$ cat config.mk
export PLATFORM = sky130hd
export DESIGN_NAME = fetch_ctrl
export DESIGN_NICKNAME = d
export VERILOG_FILES = /design/src/rtl/fetch_pkg.sv /design/src/rtl/fetch_perf_cnt.sv /design/src/rtl/fetch_ctrl.sv
export SDC_FILE = /design/constraint.sdc
export NUM_CORES = 1
export LEC_CHECK = 0
export CAP_MARGIN = 25
export CORE_ASPECT_RATIO = 0.9
export CORE_UTILIZATION = 43
export CTS_CLUSTER_DIAMETER = 150
export DETAILED_ROUTE_END_ITERATION = 16
export GPL_TIMING_DRIVEN = 0
export PLACE_DENSITY = 0.87
export SYNTH_ARGS = -nofsm -noshare
export SYNTH_HDL_FRONTEND = slang
export SYNTH_SLANG_ARGS = --single-unit
$ cat constraint.sdc
create_clock -name clk -period 3.3 [get_ports clk]
set_input_delay 0.66 -clock clk [delete_from_list [all_inputs] [get_ports clk]]
set_output_delay 0.66 -clock clk [all_outputs]
set_load 0.005 [all_outputs]
$ cat src/rtl/fetch_pkg.sv
// ---------------------------------------------------------------------------
// fetch_pkg
// Shared types and constants for the instruction-fetch sequencer.
//   fetch_state_t : sequencer state encoding (IDLE, REQ, HOLD, DRAIN)
//   DEFAULT_STEP  : default PC increment per sequential fetch
//   PERF_W        : width of the optional performance counters
//   PERF_MAX      : saturation value of the performance counters
// ---------------------------------------------------------------------------
package fetch_pkg;

  typedef enum logic [1:0] {
    IDLE  = 2'd0,
    REQ   = 2'd1,
    HOLD  = 2'd2,
    DRAIN = 2'd3
  } fetch_state_t;

  localparam int DEFAULT_STEP = 4;

  localparam int PERF_W = 16;
  localparam logic [PERF_W-1:0] PERF_MAX = '1;

endpackage

$ cat src/rtl/fetch_perf_cnt.sv
// ---------------------------------------------------------------------------
// fetch_perf_cnt
// Saturating event counter used for the optional fetch statistics.
// Ports:
//   clk      : clock, counter updates on the rising edge
//   rst      : synchronous active-high clear
//   i_inc    : count one event this cycle
//   o_count  : current count, sticks at PERF_MAX once reached
// ---------------------------------------------------------------------------
module fetch_perf_cnt
  import fetch_pkg::*;
(
  input  logic              clk,
  input  logic              rst,
  input  logic              i_inc,
  output logic [PERF_W-1:0] o_count
);

  logic [PERF_W-1:0] r_count;

  // Count events until the all-ones value, then hold so a long run never
  // wraps back to a misleadingly small number.
  always_ff @(posedge clk) begin
    if (rst) begin
      r_count <= '0;
    end else if (i_inc && (r_count != PERF_MAX)) begin
      r_count <= r_count + 1'b1;
    end
  end

  assign o_count = r_count;

endmodule

$ cat src/rtl/fetch_ctrl.sv
// ---------------------------------------------------------------------------
// fetch_ctrl
// Instruction-fetch sequencer: owns the PC, runs the instruction-memory
// request/acknowledge handshake, presents fetched words to decode with a
// valid/ready handshake and redirects on taken branches, discarding any
// response that is still in flight.
//
// Optional feature macro: FETCH_PERF_EN (adds o_perf_fetch / o_perf_flush).
//
// Ports:
//   clk           : clock, all state on the rising edge
//   rst           : synchronous active-high reset
//   o_imem_req    : fetch request to instruction memory
//   o_imem_addr   : fetch address (always equals o_pc_out)
//   i_imem_ack    : memory response valid
//   i_imem_rdata  : fetched instruction word
//   i_br_taken    : one-cycle redirect pulse
//   i_br_target   : redirect address, used as-is (no alignment check)
//   o_instr_valid : o_instr / o_instr_pc valid toward decode
//   i_instr_ready : decode accepts when valid and ready
//   o_instr       : registered instruction word
//   o_instr_pc    : address the instruction was fetched from
//   o_perf_fetch  : (FETCH_PERF_EN) instructions accepted by decode
//   o_perf_flush  : (FETCH_PERF_EN) branch redirects seen
//   o_pc_out      : current fetch PC
// ---------------------------------------------------------------------------
module fetch_ctrl
  import fetch_pkg::*;
#(
  parameter int               WIDTH   = 8,
  parameter int               INSTR_W = 32,
  parameter int               STEP    = DEFAULT_STEP,
  parameter logic [WIDTH-1:0] RST_VEC = '0
) (
  input  logic               clk,
  input  logic               rst,
  output logic               o_imem_req,
  output logic [WIDTH-1:0]   o_imem_addr,
  input  logic               i_imem_ack,
  input  logic [INSTR_W-1:0] i_imem_rdata,
  input  logic               i_br_taken,
  input  logic [WIDTH-1:0]   i_br_target,
  output logic               o_instr_valid,
  input  logic               i_instr_ready,
  output logic [INSTR_W-1:0] o_instr,
  output logic [WIDTH-1:0]   o_instr_pc,
`ifdef FETCH_PERF_EN
  output logic [PERF_W-1:0]  o_perf_fetch,
  output logic [PERF_W-1:0]  o_perf_flush,
`endif
  output logic [WIDTH-1:0]   o_pc_out
);

  fetch_state_t        r_state;
  logic [WIDTH-1:0]    r_pc;
  logic                r_imem_req;
  logic [WIDTH-1:0]    r_imem_addr;
  logic                r_valid;
  logic [INSTR_W-1:0]  r_instr;
  logic [WIDTH-1:0]    r_instr_pc;

  fetch_state_t        w_state;
  logic [WIDTH-1:0]    w_pc;
  logic                w_valid;
  logic [INSTR_W-1:0]  w_instr;
  logic [WIDTH-1:0]    w_instr_pc;

  // Next-state decode. A taken branch outranks every other event in the
  // same cycle. When the branch lands in REQ before the ack arrives, the
  // outstanding response still has to be absorbed, hence the DRAIN state;
  // if the ack arrives in the same cycle it is simply dropped and the new
  // target is requested straight away. An ack arriving in DRAIN together
  // with a further branch is still consumed so the sequencer cannot wait
  // forever for a response that has already come back.
  always_comb begin
    w_state    = r_state;
    w_pc       = r_pc;
    w_valid    = r_valid;
    w_instr    = r_instr;
    w_instr_pc = r_instr_pc;
    case (r_state)
      IDLE: begin
        if (i_br_taken) begin
          w_pc    = i_br_target;
          w_valid = 1'b0;
        end
        w_state = REQ;
      end
      REQ: begin
        if (i_br_taken) begin
          w_pc    = i_br_target;
          w_state = i_imem_ack ? REQ : DRAIN;
        end else if (i_imem_ack) begin
          w_instr    = i_imem_rdata;
          w_instr_pc = r_pc;
          w_pc       = r_pc + WIDTH'(STEP);
          w_valid    = 1'b1;
          w_state    = HOLD;
        end
      end
      HOLD: begin
        if (i_br_taken) begin
          w_pc    = i_br_target;
          w_valid = 1'b0;
          w_state = REQ;
        end else if (i_instr_ready) begin
          w_valid = 1'b0;
          w_state = REQ;
        end
      end
      DRAIN: begin
        if (i_br_taken) begin
          w_pc = i_br_target;
        end
        if (i_imem_ack) begin
          w_state = REQ;
        end
      end
      default: begin
        w_state = IDLE;
      end
    endcase
  end

  // State and output registers. The request line and address are registered
  // from the next-state values so they line up with the state they belong
  // to, and the address tracks the PC in every state.
  always_ff @(posedge clk) begin
    if (rst) begin
      r_state     <= IDLE;
      r_pc        <= RST_VEC;
      r_imem_req  <= 1'b0;
      r_imem_addr <= RST_VEC;
      r_valid     <= 1'b0;
      r_instr     <= '0;
      r_instr_pc  <= '0;
    end else begin
      r_state     <= w_state;
      r_pc        <= w_pc;
      r_imem_req  <= (w_state == REQ);
      r_imem_addr <= w_pc;
      r_valid     <= w_valid;
      r_instr     <= w_instr;
      r_instr_pc  <= w_instr_pc;
    end
  end

  assign o_imem_req    = r_imem_req;
  assign o_imem_addr   = r_imem_addr;
  assign o_instr_valid = r_valid;
  assign o_instr       = r_instr;
  assign o_instr_pc    = r_instr_pc;
  assign o_pc_out      = r_pc;

`ifdef FETCH_PERF_EN
  // An instruction only counts as delivered when decode takes it in HOLD
  // and no branch in the same cycle throws it away.
  logic w_accept;
  assign w_accept = (r_state == HOLD) && i_instr_ready && !i_br_taken;

  fetch_perf_cnt u_perf_fetch (
    .clk     (clk),
    .rst     (rst),
    .i_inc   (w_accept),
    .o_count (o_perf_fetch)
  );

  fetch_perf_cnt u_perf_flush (
    .clk     (clk),
    .rst     (rst),
    .i_inc   (i_br_taken),
    .o_count (o_perf_flush)
  );
`endif

endmodule
==> metrics.csv, run 1 <==
metric;value;unit
drc;0;
clk_path_buf_depth;2;
start_util;45.8;%
ios;103;
cts_made_buffers;5;
grt.overflow.total;0;
worstPathRequired;3510;ps
dpl.hpwl;4.14;mm
post_cts_buffers;0;
worst_slew_pin_slew;511;ps
cp-end-kind;flop;
setup_viol;0;
crit_chain;clkdlybuf4s50_1 -> and3b_1 -> buf_2 -> nand2b_1 -> clkbuf_1 -> nand2_1 -> a21oi_1;
maxCapViolations;0;
final_util;71.5;%
ctsHoldBuffers;0;
post-route-min-period;2090;ps
fmax;478;MHz
htree_levels;2;
slew_headroom;65.9;%
routed_wl;5.50;mm
postRouteAntennaNets;0;
timing.setup.tns;0;ps
arrival;2310;ps
grt.total_usage;21.7;%
synth-edff-count;0;
dp_cells;424;
ys_types;29;
die_h;68.0;um
design_area;3250;sq um
ys_seq_area_share;50.0;%
synthCells;262;
grt_pass1_vias;1901;
diodes;0;
synth_area;2080;sq um
clock_insertion_delay_worst_skew;290;ps
ys_dominant_reg_cell;dfxtp_1;
path_class;in2reg;
ir_drop;0.259;mV
total_power;1.26;mW
hold_path.class;reg2reg;
startpoint_type;primary input;
clk_pin_slew;90;ps
grt_max_degree;16;
gp_congestion;0.880;
wl_per_cell;12.7;um
ys_ff_latch;52;
ys_warn_count;0;
cp_slowest_stage_delay;460;ps
synth_top_area_cell;dfxtp_1;
slew_viol_final;0;
port_buffers;100;
antenna_found_initial;0;
syn_nets;308;
via_count;2087;
crit_slowest_cell;clkdlybuf4s50_1;
die-area;5120;sq um
final_cells;432;
via_per_inst;4.83;
firstDrtPassIters;4;
placed_area;3160;sq um
syn_avg_cell_area;7.94;sq um
status;completed;
cts_root_buffer;clkbuf_8;
grt_pass1_wl;8.43;mm
leakagePower;1.15;nW
nNetsFinal;415;
fin_crit_sh;63.4;%
synthToLayoutAreaGrowth;56.3;%
power_density;386;nW/um^2
drive_above_1_share;7.84;%
synth.top_cells.by_area;dfxtp_1 50%, nand2_1 16%, a21oi_1 11%;
cts-resized-gates;0;
die_x;75.3;um
rsz0062_at_grt;no;
skew;2.94;ps
drt_iter0_drc;94;
cts_tree;yes;
cp_max_fo;10;
fp.coreArea;4550;sq um
hold_viol_final;0;
async_flop_share;0;%
clock_sinks;52;
rows;23;
yosysTopAreaCellShare;50.0;%
[path summary, 6_finish.rpt]
path	from	to	slack (ps)	cells past startpoint
max	i_imem_ack	o_instr[3]$_SDFFE_PP0P_	1210	7
min	o_instr[7]$_SDFFE_PP0P_	o_instr[7]$_SDFFE_PP0P_	460	2
max reg2reg	r_state[1]$_SDFF_PP0_	o_instr[3]$_SDFFE_PP0P_	1600	6
min reg2reg	o_instr[7]$_SDFFE_PP0P_	o_instr[7]$_SDFFE_PP0P_	460	2
[synth_stat cells (2+ instances only)]
cell type and count:
nand3_1 2, a21oi_1 47, buf_4 8, dfxtp_1 52
nor3b_1 3, buf_2 5, o21ai_0 6, and2_0 2
clkbuf_1 8, nor2_1 9, nand2_1 89, nand3b_1 2
nor3_1 5, buf_6 5, mux2i_1 2, nor2b_1 4
[logic make-up (layout without fill, tap and decap cells)]
family                     after synthesis  after routing  share of synthesized area [%]
buffers and inverters                   27            135                           8.48
AOI/OAI and AO/OA                       57             57                           14.6
DFF                                     52             52                           50.0
adders and majority gates                1              1                          0.601
muxes                                    2              2                          0.962
and+or+nand+nor                        123            123                           25.3
[final cells by class]
cell class / instances / area [sq um]
well taps: 62 / 77.6
fillers: 403 / 1290
plain buffers: 27 / 176
multi-input cells: 183 / 863
clock buffers: 7 / 86.3
clock inverters: 1 / 7.51
repair buffers: 100 / 1000
flip-flops and latches: 52 / 1040
[state kept, by name, summed over array words and instances (netlist names)]
register and cells:
o_instr 32, o_imem_addr 8, o_instr_pc 8, r_state 2, o_imem_req 1, o_instr_valid 1
[placed cells by master, fill, tap and decap left out, drive strengths merged, types with 2 or more instances in the layout]
cell type and n:
nand3b 2, a21oi 47, and2 3, clkdlybuf4s50 100
nand2 89, nor2 10, mux2i 2, nand3 2
nor2b 4, o21ai 6, nor3 5, nor3b 3
dfxtp 52, buf 18, clkbuf 16
[critical path, delay by kind of cell]
family                 cells  cell delay [ps]
AOI/OAI and AO/OA          1              180
buffers and inverters      3             1000
and+or+nand+nor            3              460
[power by group]
part / total (mW) / leakage (nW) / switching [mW] / internal [mW]
sequential: 0.674 / 0.424 / 0.0223 / 0.652
combinational: 0.212 / 0.684 / 0.0786 / 0.133
clock: 0.370 / 0.0445 / 0.199 / 0.171
total: 1.26 / 1.15 / 0.300 / 0.956
[per-stage QoR]
step           hold WS, ps  worst slack [ps]
3_5_place_dp           446               947
3_3_place_gp           441              1010
4_1_cts                458              1210
5_1_grt                480              1120
6_report               456              1210
2_1_floorplan          453              1550
[metal layers]
metal,up-vias,part of all wire [%],routed length [um],global-route usage (%)
li1,1063,-,-,-
met1,942,43,2390,25.7
met2,80,47,2610,38.1
met3,2,9.0,493,8.10
met4,0,0.15,8,3.47
met5,-,0,0,0
Note: power is estimated with default switching activity, not from simulation.
==> inputs of run 2 (changes only) <==
--- a/config.mk
+++ b/config.mk
@@ -7,11 +7,11 @@
 export LEC_CHECK = 0
 export CAP_MARGIN = 25
 export CORE_ASPECT_RATIO = 0.9
-export CORE_UTILIZATION = 43
+export CORE_UTILIZATION = 36
 export CTS_CLUSTER_DIAMETER = 150
 export DETAILED_ROUTE_END_ITERATION = 16
 export GPL_TIMING_DRIVEN = 0
-export PLACE_DENSITY = 0.87
+export PLACE_DENSITY = 0.78
 export SYNTH_ARGS = -nofsm -noshare
 export SYNTH_HDL_FRONTEND = slang
 export SYNTH_SLANG_ARGS = --single-unit
==> constraint.sdc (replaced) <==
create_clock -name clk -period 1.9 [get_ports clk]
set_input_delay 0.38 -clock clk [delete_from_list [all_inputs] [get_ports clk]]
set_output_delay 0.38 -clock clk [all_outputs]
set_load 0.005 [all_outputs]
==> metrics.csv, run 2 (synthesis gave the netlist of run 1 again) <==
metric;value;unit
status;completed;
fmax;559;MHz
dpl.hpwl;3.97;mm
cts_tree;yes;
cts_root_buffer;clkbuf_8;
die_x;82.1;um
hold_ws;430;ps
drive_above_1_share;8.11;%
htree_levels;2;
drc;0;
hold_path.class;in2reg;
arrival;1410;ps
grt.total_usage;17.7;%
die_h;74.1;um
firstDrtPassIters;4;
antenna_found_initial;0;
design_area;3280;sq um
min_from;i_br_taken;
clock_insertion_delay_worst_skew;300;ps
cp_max_fo;7;
path_class;reg2out;
worstRegToRegCells;6;
clk_pin_slew;90;ps
startpoint_type;flop;
largest_register_ffs;32;
start_util;38.5;%
critPathBufInv;2;
slew_viol_final;0;
setup_viol;0;
diodes;0;
postRouteAntennaNets;0;
slew_headroom;66.0;%
layout_commonest_cell;clkdlybuf4s50_1;
worst_slew_pin_slew;511;ps
rsz0062_at_grt;no;
rows;25;
r2r_slack;230;ps
drt_iter0_drc;42;
wl_per_cell;12.1;um
fp.coreArea;5410;sq um
nFillCells;493;
skew;7.27;ps
grt.overflow.total;0;
gp_congestion;0.813;
leakagePower;1.16;nW
ir_drop;0.453;mV
r2r_end;o_instr[5]$_SDFFE_PP0P_;
grt_max_degree;17;
crit-reg2reg-launch;r_state[1]$_SDFF_PP0_;
clock_sinks;52;
layout_common_cells;100 x clkdlybuf4s50_1, 89 x nand2_1, 52 x dfxtp_1;
maxCapViolations;0;
port_buffers;100;
nNetsFinal;415;
ctsHoldBuffers;0;
grt_pass1_wl;8.32;mm
post_cts_buffers;0;
via_per_inst;4.72;
routed_wl;5.31;mm
clk_path_buf_depth;2;
placed_area;3170;sq um
cp_top_family;buffers and inverters;
worstPathRequired;1520;ps
cp-end-kind;output port;
die-area;6090;sq um
whs_path_depth;4;
grt_pass1_vias;1887;
post-route-min-period;1790;ps
crit_chain;buf_4 -> clkdlybuf4s50_1;
synthToLayoutAreaGrowth;57.5;%
power_density;693;nW/um^2
crit_slowest_cell;dfxtp_1;
via_count;2061;
hold_viol_final;0;
fin_crit_sh;94.1;%
cp_slowest_stage_delay;480;ps
ios;103;
hold-path-endpoint;o_imem_addr[2]$_SDFFE_PP0P_;
timing.setup.tns;0;ps
cts_made_buffers;5;
cts-resized-gates;0;
run 2: how the worst max path moves through the flow:
stage                                           start  cells past startpoint  slack, ps                     endpoint
final                     o_imem_addr[4]$_SDFFE_PP0P_                      2        110                  o_pc_out[4]
after global routing                       i_imem_ack                      7         20      o_instr[5]$_SDFFE_PP0P_
after CTS                 o_imem_addr[4]$_SDFFE_PP0P_                      2         90                  o_pc_out[4]
after detailed placement                   i_imem_ack                      7       -180      o_instr[2]$_SDFFE_PP0P_
after global placement                     i_imem_ack                      7       -130      o_instr[3]$_SDFFE_PP0P_
after floorplan                            i_br_taken                      5        430  o_imem_addr[2]$_SDFFE_PP0P_
run 2: power breakdown:
group	internal, mW	leakage [nW]	switching (mW)
logic	0.231	0.684	0.134
clock network	0.390	0.0541	0.346
registers	1.13	0.424	0.0382
total	1.75	1.16	0.519
run 2: cell type report:
| type | count | area [sq um] | share of cell area [%] |
|---|---|---|---|
| sequential | 52 | 1040 | 31.8 |
| timing repair buffer | 100 | 1000 | 30.5 |
| multi-input combinational | 183 | 863 | 26.3 |
| buffer | 27 | 176 | 5.38 |
| tap | 67 | 83.8 | 2.56 |
| clock buffer | 5 | 68.8 | 2.10 |
| clock inverter | 3 | 42.5 | 1.30 |
run 2: worst register-to-register path, cell delays in order (launching register included):
cell	delay, ps
dfxtp_1	440
and3b_1	200
buf_2	160
nand2b_1	170
clkbuf_1	370
nand2_1	100
a21oi_1	160
run 2: through the flow:
stage	utilization (%)	power, mW	setup WS (ps)	cells
after floorplan	-	1.34	428	262
after global placement	58.5	1.56	-127	429
after detailed placement	58.5	1.56	-176	429
after CTS	60.6	2.30	94.7	437
after global routing	60.6	2.38	17.7	437
final	60.6	2.27	112	437
run 2: per-layer routing:
metal  wire (um)  track usage, %  vias to the layer above
met5           0               0                        -
met4          63            6.04                        0
met3         519            6.87                        6
met2        2380            28.6                       75
met1        2340            21.5                      920
li1            -               -                     1060
==> inputs of run 3 (changes only) <==
--- a/config.mk
+++ b/config.mk
@@ -6,7 +6,6 @@
 export NUM_CORES = 1
 export LEC_CHECK = 0
 export CAP_MARGIN = 25
-export CORE_ASPECT_RATIO = 0.9
 export CORE_UTILIZATION = 36
 export CTS_CLUSTER_DIAMETER = 150
 export DETAILED_ROUTE_END_ITERATION = 16
==> metrics.csv, run 3 (synthesis gave the netlist of run 1 again) <==
metric;value;unit
diodes;0;
grt_max_degree;18;
grt_pass1_vias;1862;
dp_worst_setup_slack;-153;ps
die_x;78.0;um
post_cts_buffers;0;
via_per_inst;4.60;
skew;4.65;ps
drt_iter0_drc;45;
clk_pin_slew;100;ps
status;completed;
layout_commonest_cell;clkdlybuf4s50_1;
cts_tree;yes;
crit_slowest_cell;dfxtp_1;
cp_slowest_stage_delay;480;ps
power_frac_comb;15.8;%
slew_viol_final;0;
rows;27;
total_power;2.30;mW
synthToLayoutAreaGrowth;58.0;%
nNetsFinal;415;
sw_frac_of_total;23.4;%
critPathBufInv;2;
fin_crit_sh;94.6;%
leakagePower;1.17;nW
path_class;reg2out;
min_from;i_br_taken;
p_int;1.76;mW
wl_per_cell;12.0;um
cp_max_fo;6;
worstPathRequired;1520;ps
layout_common_cells;100 x clkdlybuf4s50_1, 89 x nand2_1, 52 x dfxtp_1;
grt.overflow.total;0;
hold_path.class;in2reg;
power_density;699;nW/um^2
arrival;1420;ps
cts_made_buffers;5;
worst_slack;103;ps
maxCapViolations;0;
post-route-min-period;1800;ps
nFillCells;534;
cts_root_buffer;clkbuf_8;
crit_chain;buf_4 -> clkdlybuf4s50_1;
design_area;3290;sq um
dpl.hpwl;3.92;mm
clk_path_buf_depth;2;
antenna_found_initial;0;
fp.coreArea;5540;sq um
placed_area;3170;sq um
power.clock.fraction;33.3;%
drc;0;
ir_drop;0.393;mV
p_seq_share;50.9;%
routed_wl;5.30;mm
p_sw;538;uW
cp-end-kind;output port;
grt.total_usage;17.7;%
clock_sinks;52;
largest_register_ffs;32;
die-area;6090;sq um
slew_headroom;65.4;%
drive_above_1_share;8.38;%
hold_viol_final;0;
startpoint_type;flop;
r2r_slack;340;ps
clock_insertion_delay_worst_skew;300;ps
timing.setup.tns;0;ps
hold-path-endpoint;o_imem_addr[2]$_SDFFE_PP0P_;
r2r_end;o_instr[26]$_SDFFE_PP0P_;
crit-reg2reg-launch;r_state[0]$_SDFF_PP0_;
postRouteAntennaNets;0;
setup_viol;0;
ios;103;
gp_congestion;0.829;
whs_path_depth;4;
grt_pass1_wl;8.58;mm
worstRegToRegCells;7;
port_buffers;100;
worst_slew_pin_slew;519;ps
fmax;557;MHz
final_util;59.3;%
firstDrtPassIters;4;
via_count;2033;
htree_levels;2;
rsz0062_at_grt;no;
cp_top_family;buffers and inverters;
die_h;78.0;um
start_util;37.6;%
-- run 3: cell count changes in the layout (fill, tap and decap cells not counted), sizes merged --
cell    previous run  this run
clkinv             1         0
inv                0         1
-- run 3: layer usage --
metal  global-route usage (%)  routed length (um)  vias to the layer above
met2                     30.8                2460                       68
met5                        0                   0                        -
li1                         -                   -                     1061
met1                     21.4                2400                      898
met4                     5.37                  49                        0
met3                     4.65                 394                        6
-- run 3: worst max-delay path by stage --
stage | startpoint | to | cells past startpoint
after global routing | i_imem_ack | o_instr_pc[4]$_SDFFE_PP0P_ | 8
after detailed placement | i_imem_ack | o_instr_pc[3]$_SDFFE_PP0P_ | 7
final | o_imem_addr[6]$_SDFFE_PP0P_ | o_pc_out[6] | 2
after global placement | i_imem_ack | o_instr[3]$_SDFFE_PP0P_ | 7
after floorplan | i_br_taken | o_imem_addr[2]$_SDFFE_PP0P_ | 5
after CTS | o_imem_addr[6]$_SDFFE_PP0P_ | o_pc_out[6] | 2
-- run 3: metrics by stage --
stage                     std cells  hold WS [ps]
after global placement          434           441
after detailed placement        434           446
final                           442           416
after floorplan                 262           453
after global routing            442           437
after CTS                       442           405
-- run 3: power groups by stage --
stage	sequential (mW)	clock (mW)	combinational (mW)
3_5_place_dp	1.20	0	0.366
2_1_floorplan	1.19	0	0.144
3_3_place_gp	1.19	0	0.362
6_report	1.17	0.764	0.364
5_1_grt	1.18	0.846	0.397
4_1_cts	1.17	0.789	0.368
-- run 3: layout make-up --
cell class                      count  area (sq um)  share of cell area, %
Buffer                             27           178                   5.40
Clock buffer                        5          68.8                   2.09
Clock inverter                      3          46.3                   1.41
Multi-Input combinational cell    183           863                   26.3
Sequential cell                    52          1040                   31.7
Tap cell                           72          90.1                   2.74
Timing Repair Buffer              100          1000                   30.4
-- run 3: repair_timing --
action,in CTS,in global routing
hold buffers,0,0
gates resized for setup,0,2
setup endpoints to repair,0,2
-- run 3: worst min-delay path, stage by stage --
cell and delay, ps:
buf_6 100, nor2_2 60, nand2_1 60, a31oi_1 70
